## config.mk

```make
export PLATFORM = sky130hd
export DESIGN_NAME = load_store_unit_flat
export DESIGN_NICKNAME = d
export VERILOG_FILES = /design/src/rtl/load_store_unit_if.sv /design/src/rtl/load_store_unit.sv /design/src/flat_wrapper.sv
export SDC_FILE = /design/constraint.sdc
export NUM_CORES = 1
export LEC_CHECK = 0
export ABC_AREA = 0
export BUFFER_PORTS_ARGS = -buffer_cell sky130_fd_sc_hd__buf_4
export CORE_ASPECT_RATIO = 2
export CORE_MARGIN = 5
export CORE_UTILIZATION = 40
export DETAILED_ROUTE_END_ITERATION = 7
export SKIP_CTS_REPAIR_TIMING = 1
export SYNTH_ARGS = -nofsm -noshare
export SYNTH_HDL_FRONTEND = slang
export SYNTH_SLANG_ARGS = --single-unit
export TNS_END_PERCENT = 100
```

## constraint.sdc

```tcl
create_clock -name clk -period 3.85 [get_ports clk]
set_clock_uncertainty 0.1 [all_clocks]
set_input_delay 0.385 -clock clk [delete_from_list [all_inputs] [get_ports clk]]
set_output_delay 0.385 -clock clk [all_outputs]
set_load 0.01 [all_outputs]
```

## src/rtl/load_store_unit_if.sv

```systemverilog
// Request/response handshake between CPU and the load/store unit, plus the unit's data-RAM port.
// The slave modport belongs to the LSU. The master modport is the environment: the CPU side and the RAM.
interface load_store_unit_if #(
  parameter int SIZE = 1024
);
  localparam int ADDR_W = $clog2(SIZE);

  logic              req_valid;
  logic              req_ready;
  logic              req_we;
  logic [2:0]        req_funct3;
  logic [31:0]       req_addr;
  logic [31:0]       req_wdata;
  logic              resp_valid;
  logic [31:0]       resp_rdata;
  logic              resp_err;
  logic              ram_we;
  logic [ADDR_W-1:0] ram_addr;
  logic [31:0]       ram_data_write;
  logic [31:0]       ram_data_read;

  modport master (
    output req_valid, req_we, req_funct3, req_addr, req_wdata, ram_data_read,
    input  req_ready, resp_valid, resp_rdata, resp_err, ram_we, ram_addr, ram_data_write
  );

  modport slave (
    input  req_valid, req_we, req_funct3, req_addr, req_wdata, ram_data_read,
    output req_ready, resp_valid, resp_rdata, resp_err, ram_we, ram_addr, ram_data_write
  );
endinterface

```

## src/rtl/load_store_unit.sv

```systemverilog
// RV32I load/store unit: checks the request, does sub-word read-modify-write, and extends load lanes.
// Latency from accept to response is 1 for an error, 2 for a load or SW, and 3 for SB/SH; req_ready is high only in IDLE.
module load_store_unit #(
  parameter int SIZE = 1024
) (
  input logic              clk,
  input logic              rst,
  load_store_unit_if.slave bus
);
  localparam int ADDR_W = $clog2(SIZE);

  typedef enum logic [2:0] {IDLE, LOAD, READ, WRITE, DONE} state_t;

  state_t      state;
  logic [2:0]  lat_funct3;
  logic [1:0]  lat_off;
  logic [15:0] lat_wdata;

  function automatic logic req_legal(input logic we, input logic [2:0] f3, input logic [31:0] addr);
    logic ok;
    ok = 1'b0;
    case (f3)
      3'b000:  ok = 1'b1;
      3'b001:  ok = ~addr[0];
      3'b010:  ok = (addr[1:0] == 2'b00);
      3'b100:  ok = ~we;
      3'b101:  ok = ~we & ~addr[0];
      default: ok = 1'b0;
    endcase
    return ok && (addr[31:ADDR_W] == '0);
  endfunction

  function automatic logic [31:0] load_lane(input logic [31:0] word, input logic [2:0] f3,
                                            input logic [1:0] off);
    logic [7:0]  b;
    logic [15:0] h;
    logic [31:0] r;
    b = word[{off, 3'b000} +: 8];
    h = word[{off[1], 4'b0000} +: 16];
    case (f3)
      3'b000:  r = {{24{b[7]}}, b};
      3'b001:  r = {{16{h[15]}}, h};
      3'b100:  r = {24'b0, b};
      3'b101:  r = {16'b0, h};
      default: r = word;
    endcase
    return r;
  endfunction

  // Only the addressed lane is replaced; the other bytes come from the RAM word just read.
  function automatic logic [31:0] store_merge(input logic [31:0] word, input logic [2:0] f3,
                                              input logic [1:0] off, input logic [15:0] wd);
    logic [31:0] m;
    m = word;
    if (f3 == 3'b000) m[{off, 3'b000} +: 8] = wd[7:0];
    else              m[{off[1], 4'b0000} +: 16] = wd;
    return m;
  endfunction

  always_ff @(posedge clk or posedge rst) begin
    if (rst) begin
      state              <= IDLE;
      lat_funct3         <= '0;
      lat_off            <= '0;
      lat_wdata          <= '0;
      bus.req_ready      <= 1'b1;
      bus.resp_valid     <= 1'b0;
      bus.resp_rdata     <= '0;
      bus.resp_err       <= 1'b0;
      bus.ram_we         <= 1'b0;
      bus.ram_addr       <= '0;
      bus.ram_data_write <= '0;
    end else begin
      case (state)
        IDLE: begin
          if (bus.req_valid && bus.req_ready) begin
            lat_funct3    <= bus.req_funct3;
            lat_off       <= bus.req_addr[1:0];
            lat_wdata     <= bus.req_wdata[15:0];
            bus.ram_addr  <= {bus.req_addr[ADDR_W-1:2], 2'b00};
            bus.req_ready <= 1'b0;
            if (!req_legal(bus.req_we, bus.req_funct3, bus.req_addr)) begin
              bus.resp_valid <= 1'b1;
              bus.resp_err   <= 1'b1;
              bus.resp_rdata <= '0;
              state          <= DONE;
            end else if (!bus.req_we) begin
              state <= LOAD;
            end else if (bus.req_funct3 == 3'b010) begin
              bus.ram_data_write <= bus.req_wdata;
              bus.ram_we         <= 1'b1;
              state              <= WRITE;
            end else begin
              state <= READ;
            end
          end
        end
        LOAD: begin
          bus.resp_rdata <= load_lane(bus.ram_data_read, lat_funct3, lat_off);
          bus.resp_err   <= 1'b0;
          bus.resp_valid <= 1'b1;
          state          <= DONE;
        end
        READ: begin
          bus.ram_data_write <= store_merge(bus.ram_data_read, lat_funct3, lat_off, lat_wdata);
          bus.ram_we         <= 1'b1;
          state              <= WRITE;
        end
        WRITE: begin
          bus.ram_we     <= 1'b0;
          bus.resp_valid <= 1'b1;
          bus.resp_err   <= 1'b0;
          bus.resp_rdata <= '0;
          state          <= DONE;
        end
        DONE: begin
          bus.resp_valid <= 1'b0;
          bus.req_ready  <= 1'b1;
          state          <= IDLE;
        end
        default: begin
          bus.ram_we     <= 1'b0;
          bus.resp_valid <= 1'b0;
          bus.req_ready  <= 1'b1;
          state          <= IDLE;
        end
      endcase
    end
  end
endmodule

```

## src/flat_wrapper.sv

```systemverilog
// flat-port wrapper written by rule: the top's interface ports become plain ports
module load_store_unit_flat 
#(
  parameter int SIZE = 1024
)
  (clk, rst, bus_req_valid, bus_req_we, bus_req_funct3, bus_req_addr, bus_req_wdata, bus_ram_data_read, bus_req_ready, bus_resp_valid, bus_resp_rdata, bus_resp_err, bus_ram_we, bus_ram_addr, bus_ram_data_write);
  load_store_unit_if #(.SIZE(SIZE)) bus_i ();
  input logic clk;
  input logic rst;
  input wire logic [$bits(bus_i.req_valid)-1:0] bus_req_valid;
  input wire logic [$bits(bus_i.req_we)-1:0] bus_req_we;
  input wire logic [$bits(bus_i.req_funct3)-1:0] bus_req_funct3;
  input wire logic [$bits(bus_i.req_addr)-1:0] bus_req_addr;
  input wire logic [$bits(bus_i.req_wdata)-1:0] bus_req_wdata;
  input wire logic [$bits(bus_i.ram_data_read)-1:0] bus_ram_data_read;
  output wire logic [$bits(bus_i.req_ready)-1:0] bus_req_ready;
  output wire logic [$bits(bus_i.resp_valid)-1:0] bus_resp_valid;
  output wire logic [$bits(bus_i.resp_rdata)-1:0] bus_resp_rdata;
  output wire logic [$bits(bus_i.resp_err)-1:0] bus_resp_err;
  output wire logic [$bits(bus_i.ram_we)-1:0] bus_ram_we;
  output wire logic [$bits(bus_i.ram_addr)-1:0] bus_ram_addr;
  output wire logic [$bits(bus_i.ram_data_write)-1:0] bus_ram_data_write;
  assign bus_i.req_valid = bus_req_valid;
  assign bus_i.req_we = bus_req_we;
  assign bus_i.req_funct3 = bus_req_funct3;
  assign bus_i.req_addr = bus_req_addr;
  assign bus_i.req_wdata = bus_req_wdata;
  assign bus_i.ram_data_read = bus_ram_data_read;
  assign bus_req_ready = bus_i.req_ready;
  assign bus_resp_valid = bus_i.resp_valid;
  assign bus_resp_rdata = bus_i.resp_rdata;
  assign bus_resp_err = bus_i.resp_err;
  assign bus_ram_we = bus_i.ram_we;
  assign bus_ram_addr = bus_i.ram_addr;
  assign bus_ram_data_write = bus_i.ram_data_write;
  load_store_unit #(.SIZE(SIZE)) u_core (.clk(clk), .rst(rst), .bus(bus_i));
endmodule
```

==> results of run 1 <==
## power by group through the flow
stage               logic, mW  registers [mW]  clock network, mW
finish                   1.60            1.45              0.933
global route             1.73            1.47               1.00
CTS                      1.60            1.44              0.956
detailed placement       1.60            1.46                  0
global placement         1.56            1.45                  0
floorplan                1.10            1.38                  0
## layer usage
| layer | routed length, µm | vias up | global-route usage |
|---|---|---|---|
| met1 | 7400 | 2816 | 0.265 |
| met4 | 1010 | 0 | 0.121 |
| met3 | 1200 | 56 | 0.0314 |
| li1 | - | 2604 | - |
| met5 | 0 | - | 0 |
| met2 | 11500 | 272 | 0.430 |
## cells in the final DEF (no fill, tap or decap), drive strengths merged, types with 20 or more instances in the layout
cell type / count
or4: 22
nand2: 43
a221oi: 30
mux2: 24
o31ai: 20
nor2: 24
inv: 53
mux2i: 26
buf: 190
dfrtp: 99
o21ai: 29
## state kept, by name (all words and copies together), names as in the netlist
register,flops
u_core.bus.resp_err,1
u_core.lat_funct3,3
u_core.lat_off,2
u_core.bus.ram_addr,8
u_core.bus.ram_data_write,32
u_core.bus.resp_rdata,32
u_core.state,3
u_core.lat_wdata,16
u_core.bus.ram_we,1
u_core.bus.resp_valid,1
u_core.bus.req_ready,1
## stage by stage
stage	instance area (µm²)	hold WS [ns]	setup slack (ns)
after floorplan	5950	0.402	0.748
after global placement	7350	0.392	1.02
after detailed placement	7350	0.397	0.968
after CTS	7650	0.137	1.12
after global routing	7650	0.148	0.957
final	7650	0.153	1.07
## cells by family after synthesis
family          count (synthesis)  share of synthesized area
flops                         100                      0.421
other cells                     1                   0.000631
mux                            51                     0.0930
fa+ha+maj                       5                     0.0105
buf+inv                       113                     0.0789
compound gates                209                      0.279
simple gates                  127                      0.117
## worst max-delay path, stage by stage, from the launching register on
cell      delay [ns]
dfrtp_1         0.56
inv_1           0.15
ha_1            0.41
nand2_1         0.08
o31ai_1         0.81
a221oi_1        0.35
a31oi_1         0.24
## worst paths after layout
check	cells past startpoint	startpoint	endpoint	slack, ns
hold reg to reg	1	u_core.bus.ram_addr[4]$_DFFE_PP0P_	u_core.bus.ram_addr[4]$_DFFE_PP0P_	0.41
min in group asynchronous	2	rst	u_core.bus.ram_we$_DFFE_PP0P_	0.16
hold / removal	3	bus_req_addr[1]	u_core.lat_off[1]$_DFFE_PP0P_	0.15
setup reg to reg	6	u_core.lat_off[0]$_DFFE_PP0P_	u_core.bus.ram_data_write[18]$_DFFE_PP0P_	1.07
max in group asynchronous	3	rst	u_core.bus.ram_data_write[24]$_DFFE_PP0P_	2.56
setup / recovery	6	u_core.lat_off[0]$_DFFE_PP0P_	u_core.bus.ram_data_write[18]$_DFFE_PP0P_	1.07
## final cells by class
class | instances | share of cell area
Clock buffer | 11 | 0.0330
Tap cell | 195 | 0.0319
Inverter | 49 | 0.0244
Sequential cell | 100 | 0.327
Multi-Input combinational cell | 394 | 0.390
Clock inverter | 5 | 0.00638
Timing Repair Buffer | 190 | 0.186
==> impl_metrics.py, run 1 <==
metrics = {
    "clock_tree": {
        "insertion_delay_ns": 0.35,
        "h-tree-depth": 3,
        "path_clk_slew_ns": 0.08,
        "cts_buffers": 9,
        "clockBufferDepth": 2,
        "cts_tree": "done",
        "clock-sinks": 100,
        "cts-root-buf": "clkbuf_16",
    },
    "die": {
        "die_w_um": 96.2,
        "rows": 63,
        "die_y_um": 182,
        "coreArea_um2": 14700,
        "start_util": 0.403,
        "ios": 181,
        "dieArea_um2": 17600,
    },
    "routing": {
        "route.detailed.drc": 0,
        "drt_iter0_markers": 504,
        "num_vias": 5748,
        "viasPerCell": 6.09,
        "totalWireLength_um": 21100,
        "dr.pass1.iters": 5,
        "ant_nets": 0,
        "drt-wirelength-per-cell_um": 22.3,
    },
    "sta": {
        "worstMarginPinSlew_ns": 1.24,
        "finalMaxSlewViolations": 0,
        "report.final.setup_viol": 0,
        "fmax_mhz": 360,
        "max_slew_margin": 0.171,
        "period_share": 0.721,
        "rsz0062_at_grt": "false",
        "tns_ns": 0,
        "fin_crit_ns": 2.78,
        "finalHoldViolations": 0,
    },
    "cells_and_area": {
        "n_antenna_cell": 0,
        "fin_nets": 852,
        "area_growth_pct": 28.6,
        "final_util": 0.519,
        "multi_input_area_um2": 2990,
        "filler_cell_count": 1415,
        "register_area_um2": 2500,
        "final_cell_count_no_fill": 944,
        "drive_gt1_frac": 0.336,
    },
    "min_path": {
        "hold_class": "input port to flip-flop",
    },
    "placement": {
        "place_hpwl_um": 15700,
        "numPlacedInstances": 928,
        "port_buffers": 178,
        "routabilityCongestion": 0.895,
    },
    "synth": {
        "synth_top_cell_area_share": 0.417,
        "syn_avg_cell_area_um2": 9.81,
        "synth_cell_types": 60,
        "synth_warnings": 0,
        "synth_top_area_cell": "dfrtp_1",
        "syn_inst": 606,
        "synth_edf_count": 0,
        "async_reset_ff_frac": 1.00,
        "synth_most_common_cell": "dfrtp_1",
        "yosysSeqAreaShare": 0.421,
        "ys_dominant_reg_cell": "dfrtp_1",
        "synth-seq-cells": 100,
        "ys_top_cells_by_area": "dfrtp_1, mux2_2, a221oi_1, mux2i_1, o41ai_2",
        "synth_common_cells": "dfrtp_1, clkbuf_1, inv_1",
        "netlist_area_um2": 5950,
    },
    "global_routing": {
        "grt_max_degree": 84,
        "antenna_found_initial": 0,
        "gr-total-overflow": 0,
        "grt_pass1_wl_um": 31900,
        "grt_use_total": 0.239,
        "grt_pass1_vias": 5745,
    },
    "power_and_ir_drop": {
        "p_int_mw": 2.35,
        "netSwitchingPower_mw": 1.63,
        "leakagePower_nw": 3.37,
        "switching_share": 0.410,
        "share_seq_of_total_power": 0.363,
        "clockPowerShare": 0.234,
        "p_total_mw": 3.98,
        "cellPowerDensity_nw_per_um2": 521,
        "max-vdd-ir-drop_mv": 0.301,
        "pwr-share-comb": 0.402,
    },
    "critical_path": {
        "critPathKind": "flip-flop to flip-flop",
        "worst_setup_path_start_kind": "flip-flop",
        "arrival_ns": 2.94,
        "cp_max_fo": 11,
        "crit_path_end_kind": "flip-flop",
        "worstPathRequired_ns": 4.02,
    },
    "flow_run": {
        "max_cap_viol_count": 0,
    },
    "outcome": {
        "status": "complete, no violations",
    },
}
(Power assumes the default switching activity.)
==> run 2, diff against run 1 <==
==> constraint.sdc (replaced) <==
create_clock -name clk -period 2.8 [get_ports clk]
set_clock_uncertainty 0.1 [all_clocks]
set_input_delay 0.28 -clock clk [delete_from_list [all_inputs] [get_ports clk]]
set_output_delay 0.28 -clock clk [all_outputs]
set_load 0.01 [all_outputs]
==> impl_metrics.py, run 2 (synthesis gave the netlist of run 1 again) <==
metrics = {
    "outcome": {
        "status": "complete, no violations",
    },
    "sta": {
        "rsz0062_at_grt": "false",
        "finalMaxSlewViolations": 0,
        "fmax_mhz": 395,
        "max_slew_margin": 0.393,
        "fin_crit_ns": 2.53,
        "worstMarginPinSlew_ns": 0.903,
        "tns_ns": 0,
        "period_share": 0.903,
        "finalHoldViolations": 0,
        "report.final.setup_viol": 0,
    },
    "cells_and_area": {
        "area_growth_pct": 30.9,
        "final_cell_count_no_fill": 957,
        "fin_nets": 865,
        "final_common_cell": "buf_4",
        "n_antenna_cell": 0,
        "layout_common_cells": "buf_4, dfrtp_1, inv_1, nand2_1, a221oi_1",
        "drive_gt1_frac": 0.346,
        "top_regs": "u_core.bus.ram_data_write (32), u_core.bus.resp_rdata (32), u_core.lat_wdata (16)",
    },
    "min_path": {
        "hold_depth": 2,
        "hold_class": "input port to flip-flop",
    },
    "global_routing": {
        "grt_max_degree": 55,
        "grtUsageMet2": 0.450,
        "met3_usage": 0.0330,
        "grt_pass1_vias": 5950,
        "antenna_found_initial": 0,
        "grt-busiest-layer": "met2",
        "grt_use_total": 0.247,
        "use_met1": 0.280,
        "grt_pass1_wl_um": 33100,
        "gr-total-overflow": 0,
    },
    "placement": {
        "place_hpwl_um": 16200,
        "numPlacedInstances": 940,
        "port_buffers": 178,
        "routabilityCongestion": 0.885,
    },
    "critical_path": {
        "arrival_ns": 2.72,
        "cp_num_buf_inv": 1,
        "worst_setup_path_start_kind": "flip-flop",
        "worstPathRequired_ns": 3.00,
        "crit_path_end_kind": "flip-flop",
        "path_cells": "or3b_1 > or4_4 > buf_4 > o41ai_1 > o22a_1",
        "path_depth": 5,
        "cp_max_fo": 41,
        "r2r_cells": 5,
        "crit_path_top_delay_cell": "or4_4",
        "critPathKind": "flip-flop to flip-flop",
        "crit_family": "simple AND/OR/NAND/NOR gates",
        "cp_slowest_stage_delay_ns": 0.66,
    },
    "clock_tree": {
        "clock-sinks": 100,
        "clockBufferDepth": 2,
        "cts-root-buf": "clkbuf_16",
        "cts_buffers": 9,
        "h-tree-depth": 3,
        "path_clk_slew_ns": 0.08,
        "cts_tree": "done",
        "insertion_delay_ns": 0.35,
    },
    "routing": {
        "drt-wirelength-per-cell_um": 22.2,
        "drt_iter0_markers": 384,
        "ant_nets": 0,
        "dr.pass1.iters": 5,
        "route.detailed.drc": 0,
        "num_vias": 5766,
        "viasPerCell": 6.03,
        "totalWireLength_um": 21200,
    },
    "power_and_ir_drop": {
        "leakagePower_nw": 3.44,
        "max-vdd-ir-drop_mv": 0.373,
        "cellPowerDensity_nw_per_um2": 718,
    },
    "flow_run": {
        "max_cap_viol_count": 0,
    },
    "die": {
        "die_y_um": 182,
        "start_util": 0.403,
        "die_w_um": 96.2,
        "rows": 63,
        "ios": 181,
        "coreArea_um2": 14700,
        "dieArea_um2": 17600,
    },
}
run 2: power breakdown:
part / internal (mW) / switching (mW)
Clock: 0.736 / 0.611
Combinational: 0.905 / 1.35
Sequential: 1.68 / 0.301
Total: 3.32 / 2.26
run 2: worst paths after layout:
kind | start | to | slack (ns)
worst max-delay path | u_core.state[0]$_DFFE_PP0P_ | u_core.bus.ram_data_write[30]$_DFFE_PP0P_ | 0.27
worst max register to register | u_core.state[0]$_DFFE_PP0P_ | u_core.bus.ram_data_write[30]$_DFFE_PP0P_ | 0.27
min in group asynchronous | rst | u_core.bus.resp_rdata[11]$_DFFE_PP0P_ | 0.48
worst min register to register | u_core.bus.ram_addr[4]$_DFFE_PP0P_ | u_core.bus.ram_addr[4]$_DFFE_PP0P_ | 0.41
worst min-delay path | bus_req_addr[8] | u_core.bus.ram_addr[8]$_DFFE_PP0P_ | 0.06
max in group asynchronous | rst | u_core.bus.req_ready$_DFFE_PP1P_ | 1.37
run 2: final cells by class:
type	count	area, µm²
multi-input cells	394	2990
fillers	1366	6960
clock buffers	10	239
flip-flops and latches	100	2500
repair buffers	203	1540
well taps	195	244
clock inverters	6	81.3
inverters	49	188
run 2: metal layers:
metal  vias to the layer above  part of all wire
li1                       2626                 -
met3                        46             0.058
met5                         -                 0
met2                       256              0.55
met1                      2838              0.35
met4                         0             0.039
run 2: metrics by stage:
step	hold slack, ns	worst slack [ns]	util	instance area, µm²	power, mW
2_1_floorplan	0.297	0.228	-	5950	3.41
3_3_place_gp	0.310	0.147	0.505	7450	4.21
3_5_place_dp	0.319	0.0457	0.505	7450	4.24
4_1_cts	-0.0603	0.291	0.527	7770	5.59
5_1_grt	0.0472	0.185	0.528	7780	5.91
6_report	0.0565	0.271	0.528	7780	5.58
==> run 3, diff against run 2 <==
--- a/config.mk
+++ b/config.mk
@@ -5,7 +5,7 @@
 export SDC_FILE = /design/constraint.sdc
 export NUM_CORES = 1
 export LEC_CHECK = 0
-export ABC_AREA = 0
+export ABC_AREA = 1
 export BUFFER_PORTS_ARGS = -buffer_cell sky130_fd_sc_hd__buf_4
 export CORE_ASPECT_RATIO = 2
 export CORE_MARGIN = 5
==> constraint.sdc (replaced) <==
create_clock -name clk -period 3.22 [get_ports clk]
set_clock_uncertainty 0.1 [all_clocks]
set_input_delay 0.322 -clock clk [delete_from_list [all_inputs] [get_ports clk]]
set_output_delay 0.322 -clock clk [all_outputs]
set_load 0.01 [all_outputs]
==> impl_metrics.py, run 3 <==
metrics = {
    "synth": {
        "synth_common_cells": "nand2_1, nor2_1, dfrtp_1",
        "ys_top_cells_by_area": "dfrtp_1, nand2_1, nor2_1, nand3_1, a21oi_1",
        "async_reset_ff_frac": 1.00,
        "synth_cell_types": 37,
        "netlist_area_um2": 6390,
        "yosysSeqAreaShare": 0.392,
        "synth-seq-cells": 100,
        "synth_warnings": 0,
        "synth_top_area_cell": "dfrtp_1",
        "synth_top_cell_area_share": 0.388,
        "synth_most_common_cell": "nand2_1",
        "syn_inst": 959,
        "synth_edf_count": 0,
        "ys_dominant_reg_cell": "dfrtp_1",
        "syn_avg_cell_area_um2": 6.66,
    },
    "cells_and_area": {
        "drive_gt1_frac": 0.211,
        "top_regs": "u_core.bus.ram_data_write (32), u_core.bus.resp_rdata (32), u_core.lat_wdata (16)",
        "n_antenna_cell": 0,
        "final_cell_count_no_fill": 1317,
        "area_growth_pct": 27.2,
        "multi_input_area_um2": 3320,
        "fin_nets": 1219,
        "final_common_cell": "nand2_1",
        "register_area_um2": 2500,
        "layout_common_cells": "nand2_1, buf_4, nor2_1, dfrtp_1, nand3_1",
        "final_util": 0.515,
        "filler_cell_count": 1674,
    },
    "routing": {
        "totalWireLength_um": 22200,
        "ant_nets": 0,
        "route.detailed.drc": 0,
        "num_vias": 6632,
        "dr.pass1.iters": 5,
        "viasPerCell": 5.04,
        "drt-wirelength-per-cell_um": 16.9,
        "drt_iter0_markers": 479,
    },
    "clock_tree": {
        "path_clk_slew_ns": 0.07,
        "h-tree-depth": 3,
        "clockBufferDepth": 2,
        "cts_tree": "done",
        "cts_buffers": 9,
        "insertion_delay_ns": 0.35,
        "cts-root-buf": "clkbuf_16",
        "clock-sinks": 100,
    },
    "sta": {
        "max_slew_margin": 0.452,
        "fin_crit_ns": 2.37,
        "worst_slack_ns": 0.849,
        "worstMarginPinSlew_ns": 0.819,
        "tns_ns": 0,
        "rsz0062_at_grt": "false",
        "finalMaxSlewViolations": 0,
        "finalHoldViolations": 0,
        "period_share": 0.736,
        "report.final.setup_viol": 0,
        "fmax_mhz": 422,
    },
    "global_routing": {
        "gr-total-overflow": 0,
        "grt_pass1_vias": 6563,
        "grt_max_degree": 60,
        "grt_pass1_wl_um": 35000,
        "use_met1": 0.278,
        "grtUsageMet2": 0.413,
        "antenna_found_initial": 0,
        "met3_usage": 0.0356,
        "grt-busiest-layer": "met2",
        "grt_use_total": 0.240,
    },
    "die": {
        "start_util": 0.405,
        "dieArea_um2": 18800,
        "rows": 65,
        "ios": 181,
        "die_w_um": 99.4,
        "die_y_um": 189,
        "coreArea_um2": 15800,
    },
    "power_and_ir_drop": {
        "cellPowerDensity_nw_per_um2": 760,
        "max-vdd-ir-drop_mv": 0.352,
        "leakagePower_nw": 4.43,
        "p_total_mw": 6.18,
    },
    "critical_path": {
        "worstPathRequired_ns": 3.41,
        "cpMostUsedCell": "nand2_1",
        "crit_path_top_delay_cell": "dfrtp_1",
        "cp_max_fo": 16,
        "critPathKind": "flip-flop to flip-flop",
        "arrival_ns": 2.57,
        "path_cells": "inv_2 > ha_1 > inv_1 > nand2_1 > nor2_1 > nand2_1 > nand2_1 > nand2_1 > nand2_1 > nand3_1 > nand2_1",
        "worst_setup_path_start_kind": "flip-flop",
        "crit_path_end_kind": "flip-flop",
        "cp_slowest_stage_delay_ns": 0.51,
    },
    "min_path": {
        "hold_class": "input port to flip-flop",
    },
    "placement": {
        "port_buffers": 178,
        "routabilityCongestion": 0.929,
        "dp_slack_ns": 0.895,
        "numPlacedInstances": 1300,
        "place_hpwl_um": 17300,
    },
    "outcome": {
        "status": "complete, no violations",
    },
    "flow_run": {
        "max_cap_viol_count": 0,
    },
}
==> run 3: cell count changes after synthesis, sizes merged, moves of 22 or more <==
| cell | delta |
|---|---|
| or4 | -22 |
| nand2 | +341 |
| nor2 | +91 |
| a21oi | +42 |
| buf | +24 |
| clkbuf | -34 |
| nand3 | +66 |
| mux2i | -26 |
| a221oi | -30 |
==> run 3: cell type report <==
class | instances | area share
inverter | 69 | 0.0322
tap | 201 | 0.0309
clock inverter | 3 | 0.00554
sequential | 100 | 0.308
clock buffer | 13 | 0.0320
multi-input combinational | 737 | 0.409
timing repair buffer | 194 | 0.183
==> run 3: cell families (layout without fill, tap and decap cells) <==
kind of cell             after synthesis  after routing  share of synthesized area
flip-flops                           100            100                      0.392
AND/OR/NAND/NOR                      593            593                      0.382
multiplexers                           9              9                     0.0159
other                                  1              2                   0.000587
adder cells (fa/ha/maj)                5              5                    0.00979
buffers and inverters                123            279                     0.0895
AO/OA/AOI/OAI                        128            128                      0.110
==> run 3: per-stage QoR <==
| step | hold slack (ns) | area [µm²] |
|---|---|---|
| global route | 0.0692 | 8130 |
| floorplan | 0.354 | 6390 |
| finish | 0.0728 | 8130 |
| global placement | 0.202 | 7810 |
| CTS | -0.176 | 8120 |
| detailed placement | 0.205 | 7810 |
==> run 3: worst max-delay path: cells and delay by family, from the launching register on <==
kind	cells	cell delay [ns]
flops	1	0.51
buf+inv	2	0.55
fa+ha+maj	1	0.34
simple gates	8	0.81
==> run 3: path summary, 6_finish.rpt <==
| check | depth (start not counted) | from | to | slack (ns) |
|---|---|---|---|---|
| worst max-delay path | 11 | u_core.lat_off[0]$_DFFE_PP0P_ | u_core.bus.ram_data_write[27]$_DFFE_PP0P_ | 0.85 |
| worst min-delay path | 2 | bus_req_addr[4] | u_core.bus.ram_addr[4]$_DFFE_PP0P_ | 0.07 |
| worst max register to register | 11 | u_core.lat_off[0]$_DFFE_PP0P_ | u_core.bus.ram_data_write[27]$_DFFE_PP0P_ | 0.85 |
| worst min register to register | 2 | u_core.bus.resp_rdata[27]$_DFFE_PP0P_ | u_core.bus.resp_rdata[27]$_DFFE_PP0P_ | 0.37 |
| max in group asynchronous | 4 | rst | u_core.bus.req_ready$_DFFE_PP1P_ | 1.89 |
| min in group asynchronous | 3 | rst | u_core.bus.resp_rdata[12]$_DFFE_PP0P_ | 0.39 |
==> run 3: power by group <==
group          switching, mW  total, mW  internal [mW]
combinational           1.96       3.06           1.10
clock                  0.492       1.14          0.646
sequential             0.339       1.98           1.64
total                   2.79       6.18           3.39
==> run 3: layer usage <==
metal | share of wire | vias up | routed length (µm)
met5 | 0 | - | 0
met4 | 0.060 | 0 | 1330
met3 | 0.048 | 59 | 1070
met2 | 0.51 | 228 | 11200
met1 | 0.39 | 3012 | 8560
li1 | - | 3333 | -
